## src/rtl/pool_row_pairer.sv

```systemverilog
// Pairs each odd-row pixel with the buffered even-row pixel above it for 2x2 pooling.
// Outputs registered one cycle after the odd-row beat; valid-only, no backpressure.
module pool_row_pairer #(
  parameter int DATA_WIDTH = 16,
  parameter int ROW_WIDTH  = 24,
  parameter int NUM_ROWS   = 24
) (
  input  logic                       clk,
  input  logic                       rst,
  input  logic                       valid_in,
  input  logic [DATA_WIDTH-1:0]      data_in,
  output logic                       valid_out,
  output logic [1:0][DATA_WIDTH-1:0] column_out,
  output logic                       row_last,
  output logic                       frame_last
);

  localparam int PAIRS = NUM_ROWS / 2;
  localparam int XW    = (ROW_WIDTH > 1) ? $clog2(ROW_WIDTH) : 1;
  localparam int PW    = (PAIRS > 1) ? $clog2(PAIRS) : 1;
  localparam logic [XW-1:0] X_LAST = XW'(ROW_WIDTH - 1);
  localparam logic [PW-1:0] P_LAST = PW'(PAIRS - 1);

  typedef enum logic {FILL, PAIR} state_t;

  state_t                       state_q, state_d;
  logic [XW-1:0]                x_q, x_d;
  logic [PW-1:0]                pair_q, pair_d;
  logic                         valid_q, valid_d;
  logic                         row_last_q, row_last_d;
  logic                         frame_last_q, frame_last_d;
  logic [1:0][DATA_WIDTH-1:0]   column_q, column_d;
  logic                         buf_we;
  logic [DATA_WIDTH-1:0]        row_buf_q [ROW_WIDTH];

  always_comb begin
    state_d      = state_q;
    x_d          = x_q;
    pair_d       = pair_q;
    valid_d      = 1'b0;
    row_last_d   = 1'b0;
    frame_last_d = 1'b0;
    column_d     = column_q;
    buf_we       = 1'b0;
    if (valid_in) begin
      x_d = (x_q == X_LAST) ? '0 : x_q + 1'b1;
      case (state_q)
        FILL: begin
          buf_we = 1'b1;
          if (x_q == X_LAST) state_d = PAIR;
        end
        PAIR: begin
          valid_d     = 1'b1;
          column_d[0] = row_buf_q[x_q];
          column_d[1] = data_in;
          if (x_q == X_LAST) begin
            row_last_d = 1'b1;
            state_d    = FILL;
            if (pair_q == P_LAST) begin
              frame_last_d = 1'b1;
              pair_d       = '0;
            end else begin
              pair_d = pair_q + 1'b1;
            end
          end
        end
        default: state_d = FILL;
      endcase
    end
  end

  always_ff @(posedge clk or negedge rst) begin
    if (!rst) begin
      state_q      <= FILL;
      x_q          <= '0;
      pair_q       <= '0;
      valid_q      <= 1'b0;
      row_last_q   <= 1'b0;
      frame_last_q <= 1'b0;
      column_q     <= '0;
    end else begin
      state_q      <= state_d;
      x_q          <= x_d;
      pair_q       <= pair_d;
      valid_q      <= valid_d;
      row_last_q   <= row_last_d;
      frame_last_q <= frame_last_d;
      column_q     <= column_d;
    end
  end

  // Row buffer holds data only; a stale entry is always rewritten by FILL before PAIR reads it.
  always_ff @(posedge clk) begin
    if (buf_we) row_buf_q[x_q] <= data_in;
  end

  assign valid_out  = valid_q;
  assign column_out = column_q;
  assign row_last   = row_last_q;
  assign frame_last = frame_last_q;

endmodule

```

## config.mk

```make
export PLATFORM = sky130hd
export DESIGN_NAME = pool_row_pairer
export DESIGN_NICKNAME = d
export VERILOG_FILES = /design/src/rtl/pool_row_pairer.sv
export SDC_FILE = /design/constraint.sdc
export NUM_CORES = 1
export LEC_CHECK = 0
export BUFFER_PORTS_ARGS = -buffer_cell sky130_fd_sc_hd__buf_2
export CAP_MARGIN = 10
export CELL_PAD_IN_SITES_DETAIL_PLACEMENT = 0
export CELL_PAD_IN_SITES_GLOBAL_PLACEMENT = 2
export CORE_ASPECT_RATIO = 0.6
export CORE_MARGIN = 1.5
export CORE_UTILIZATION = 52
export CTS_CLUSTER_SIZE = 40
export DETAILED_ROUTE_END_ITERATION = 12
export PLACE_DENSITY_LB_ADDON = 0.1
export SKIP_CTS_REPAIR_TIMING = 1
export SLEW_MARGIN = 20
export SYNTH_ARGS = -nofsm -noshare
export SYNTH_HDL_FRONTEND = slang
export SYNTH_SLANG_ARGS = --single-unit
```

## constraint.sdc

```tcl
create_clock -name clk -period 9 [get_ports clk]
set_clock_uncertainty 0.05 [all_clocks]
set_input_delay 1.35 -clock clk [delete_from_list [all_inputs] [get_ports clk]]
set_output_delay 1.35 -clock clk [all_outputs]
set_load 0.1 [all_outputs]
```

== After elaboration in Yosys (flattened, before gate mapping) ==
Memories as Yosys holds them, arrays and structs flattened. A register that Yosys moved wholly into a read port is not among the register bits.
Index checks and enable logic that the tools add are counted.
W data, S select, Z words.

* Add/subtract/negate cells: 2
* Eq/ne operators: 2
* Muxes and demuxes: 17
* Bitwise logic cells: 1
* Reductions and logical operators: 3

{| class="wikitable"
|+ Operators with widths
! operator !! number
|-
| $mux W1 || 14
|-
| $add A5 B1 Y5 const B || 1
|-
| $eq A5 B5 Y1 const B || 1
|-
| $mux W5 || 1
|-
| $add A4 B1 Y4 const B || 1
|-
| $eq A4 B4 Y1 const B || 1
|-
| $mux W4 || 1
|-
| $reduce_and A3 Y1 || 1
|-
| $pmux W1 S2 || 1
|-
| $reduce_and A2 Y1 || 1
|-
| $logic_not A1 Y1 || 1
|-
| $not A1 Y1 || 1
|}

* Register bits after elaboration: 29
* Bits in writable memories: 384
* Bits of input ports: 19
* Word-level logic and storage cells: 33
* Memories kept: 1

{| class="wikitable"
|+ Memory list
! name !! depth !! bits a word !! rd ports !! clocked after Yosys merged registers in !! write ports !! RTL line !! RTL
|-
| row_buf_q || 24 || 16 || 1 || 1 || 1 || 34 || <nowiki>logic [DATA_WIDTH-1:0] row_buf_q [ROW_WIDTH];</nowiki>
|}

== Logic depth before layout (Yosys ltp) ==
* Depth in word-level cells: 5
* Gate-level depth with buffers: 7

== Least setup slack after synthesis ==
No wires, ideal clock.

* Path type: input to register
* Start point: input port valid_in
* End point: memory row_buf_q[19][0] (enable)
* Setup time: 0.409 ns
* Data arrival time: 3.194 ns
* Data required time: 8.541 ns
* Setup slack: 5.347 ns
* Stages on the path: 4
* Buffers on the path: 1
* Cells stage by stage: clkbuf_1 nor2b_1 nand2_1 nor3_1

* Cells in the longest elaborated chain, start to end: 3

{| class="wikitable"
|+ Ends and longest elaborated chain
! item !! RTL line !! RTL
|-
| start, declared || 10 || <nowiki>input logic valid_in,</nowiki>
|-
| $mux W1 || 45 || <nowiki>if (valid_in) begin</nowiki>
|-
| $mux W1 || 94 || <nowiki>if (buf_we) row_buf_q[x_q] <= data_in;</nowiki>
|-
| $mux W1 (not written as such) || 94 ||
|-
| end, declared || 34 ||
|}

No other way between the ends.

== Worst setup path after layout ==
* Start point: register x_q[0]
* End point: memory row_buf_q[13][5] (enable)

{| class="wikitable"
|+ RTL lines
! item !! RTL line !! RTL
|-
| start, declared || 27 || <nowiki>logic [XW-1:0] x_q, x_d;</nowiki>
|-
| start signal, assigned || 75 || <nowiki>x_q <= '0;</nowiki>
|-
| start signal, assigned || 83 || <nowiki>x_q <= x_d;</nowiki>
|}

No word-level cell before the write port.

==> metrics.txt <==
status complete, no violations; number of global-route vias before repair 8,350; WL/cell 30.8 µm; HPWL after DPL 26,400 µm; Syn Std Cell Area 16,600 µm²; share of cells above drive strength 1 23.9%; placed instance count ~1,300; core area 31,300 µm²; synth top area cells edfxtp_1 (69%), mux4_2 (8.8%), dfrtp_1 (6.8%), mux2i_1 (2.2%), nand2_1 (1.8%); Post-Route WL roughly 42,000 µm; total track usage 26.4%; PwrDens 319 nW/µm²; fraction of registers with async set or reset after synthesis 10.5%; Area Growth Syn to Fin 12.2%; number of H-tree levels 2; Initial Util 53.1%; post-synth top area cell edfxtp_1; GPL Wtd Cong approximately 0.84; slowest stage delay, CP 0.93 ns; Antenna Nets Post-Route 0; startpoint types flop; Syn Nets approximately 880; endpoints failing hold 0; Worst-Skew Late Latency 0.54 ns; total iterations of the first detailed-routing run 5; die width 234 µm; kind of critical path flop to flop; delay-heaviest family, CP simple AND/OR/NAND/NOR gates; IO Count 54; I/O Buffers 53; setup_tns 0 ns; Vias 8,479; max_slew headroom 30.4%; clock-pin transition on the worst setup and hold timing paths around 0.060 ns; worst slew pin tran 1.04 ns; RSZ-0062 raised after global routing false; initial antenna violation count 1; most common cell in the netlist edfxtp_1; DRC viols 0; synth unique cells 54; VDD IR-drop max 0.313 mV; clock root buffer master clkbuf_16; worst-path cell with the longest stage delay dfrtp_4; Max Fclk 0.268 GHz; Worst Path Arrival 3.83 ns; Syn Area/Cell 19.4 µm²; Post-synth EDFFs 384; maximum root-to-sink buffer count 3; # rows 50; fin. max-slew vios 0; Inserted Clock Buffers 41; CP max FO roughly 50; die area 33,100 µm²; final cell count without fillers 1,367; synthesized flop and latch total 429; top post-synthesis cells by count edfxtp_1 (384), nand2_1 (80), mux4_2 (65); final worst-path cycle share between 40 and 50%; # Max-Cap Violations 0; CP Capture Type flop; worst-path cell chain buf_4 > ha_1 > nand2_1 > nor2_2; Num Clock Sinks ~430; fin nets 947; largest net degree at the start of global routing 64; die height 142 µm; Most used DFF post-synth edfxtp_1; detailed-route vias per instance between 6 and 7; area share of the leading cell type in the synthesized netlist 69.3%; DRT iter0 DRCs between 800 and 900; Worst Hold Class flop to flop; Synth Warn # 0; sequential area share after synthesis 76.1%; Final setup viols 0; Required @ worst endpoint 9.10 ns; worst path bufs/invs 1; Synth Instances 858; GR Overflow Total 0; fin crit period 3.73 ns; Design Power 5.96 mW; first-pass GRT wire length roughly 60,000 µm; Fill cells between 2,000 and 2,500; Pleak 6.26 nW; CTS tree done
## worst min-delay path, delay by kind of cell, from the launching register on
family,cells,cell delay [ns]
AND/OR/NAND/NOR,2,0.10
flip-flops,1,0.34
## sequential cells by signal (all words and copies together), names as in the netlist
register    count
x_q             5
pair_q          4
row_last        1
state_q         1
row_buf_q     384
valid_out       1
column_out     32
frame_last      1
## cells in the final DEF (no fill, tap or decap), types with 20 or more instances in the layout
master,count
edfxtp_1,384
nand2_1,80
mux4_2,65
buf_2,53
dfrtp_1,43
clkbuf_16,41
mux2i_1,37
nor2_1,25
a22oi_1,21
nor2_2,20
## final timing paths
path / from / to / slack [ns] / cells after the start
max: x_q[0] / row_buf_q[13][5] / 5.27 / 4
min: column_out[25] / column_out[25] / 0.42 / 2
max reg2reg: x_q[0] / row_buf_q[13][5] / 5.27 / 4
min reg2reg: column_out[25] / column_out[25] / 0.42 / 2
max in group asynchronous: rst / x_q[0] / 7.37 / 2
min in group asynchronous: rst / frame_last / 0.92 / 2
## report_power, final
group          internal [mW]  switching (mW)
combinational          0.456            1.22
sequential              2.35           0.169
clock                   1.05           0.712
total                   3.86            2.10
## per-stage QoR
| step | utilization (%) | worst slack [ns] | area (µm²) | hold WS (ns) |
|---|---|---|---|---|
| after global routing | 59.5 | 4.99 | 18700 | 0.448 |
| after floorplan | - | 5.35 | 16600 | 0.455 |
| after detailed placement | 55.2 | 5.17 | 17300 | 0.409 |
| final | 59.5 | 5.27 | 18700 | 0.420 |
| after global placement | 55.1 | 5.07 | 17300 | 0.405 |
| after CTS | 59.5 | 5.16 | 18700 | 0.424 |
## final cells by class
type / count / area, µm² / area share (%)
Multi-Input combinational cell: 382 / 3750 / 20.1
Antenna cell: 1 / 2.50 / 0.0134
Clock inverter: 17 / 236 / 1.27
Tap cell: 416 / 520 / 2.79
Timing Repair Buffer: 63 / 340 / 1.82
Clock buffer: 54 / 1120 / 6.03
Inverter: 5 / 18.8 / 0.101
Sequential cell: 429 / 12700 / 67.9
## cells by family after synthesis
group | synth area share [%]
multiplexers | 13.7
AND/OR/NAND/NOR | 4.73
XOR/XNOR | 0.0527
adder cells (fa/ha/maj) | 0.451
buffers and inverters | 1.88
AO/OA/AOI/OAI | 3.08
flip-flops | 76.1
## layer usage
metal  vias to the layer above  track usage [%]  part of all wire, %
met2                       393             36.6                   43
met5                         -                0                    0
met4                         0             4.96                  1.4
met1                      4475             41.0                   45
li1                       3567                -                    -
met3                        44             9.12                   11
(Power assumes the default switching activity.)
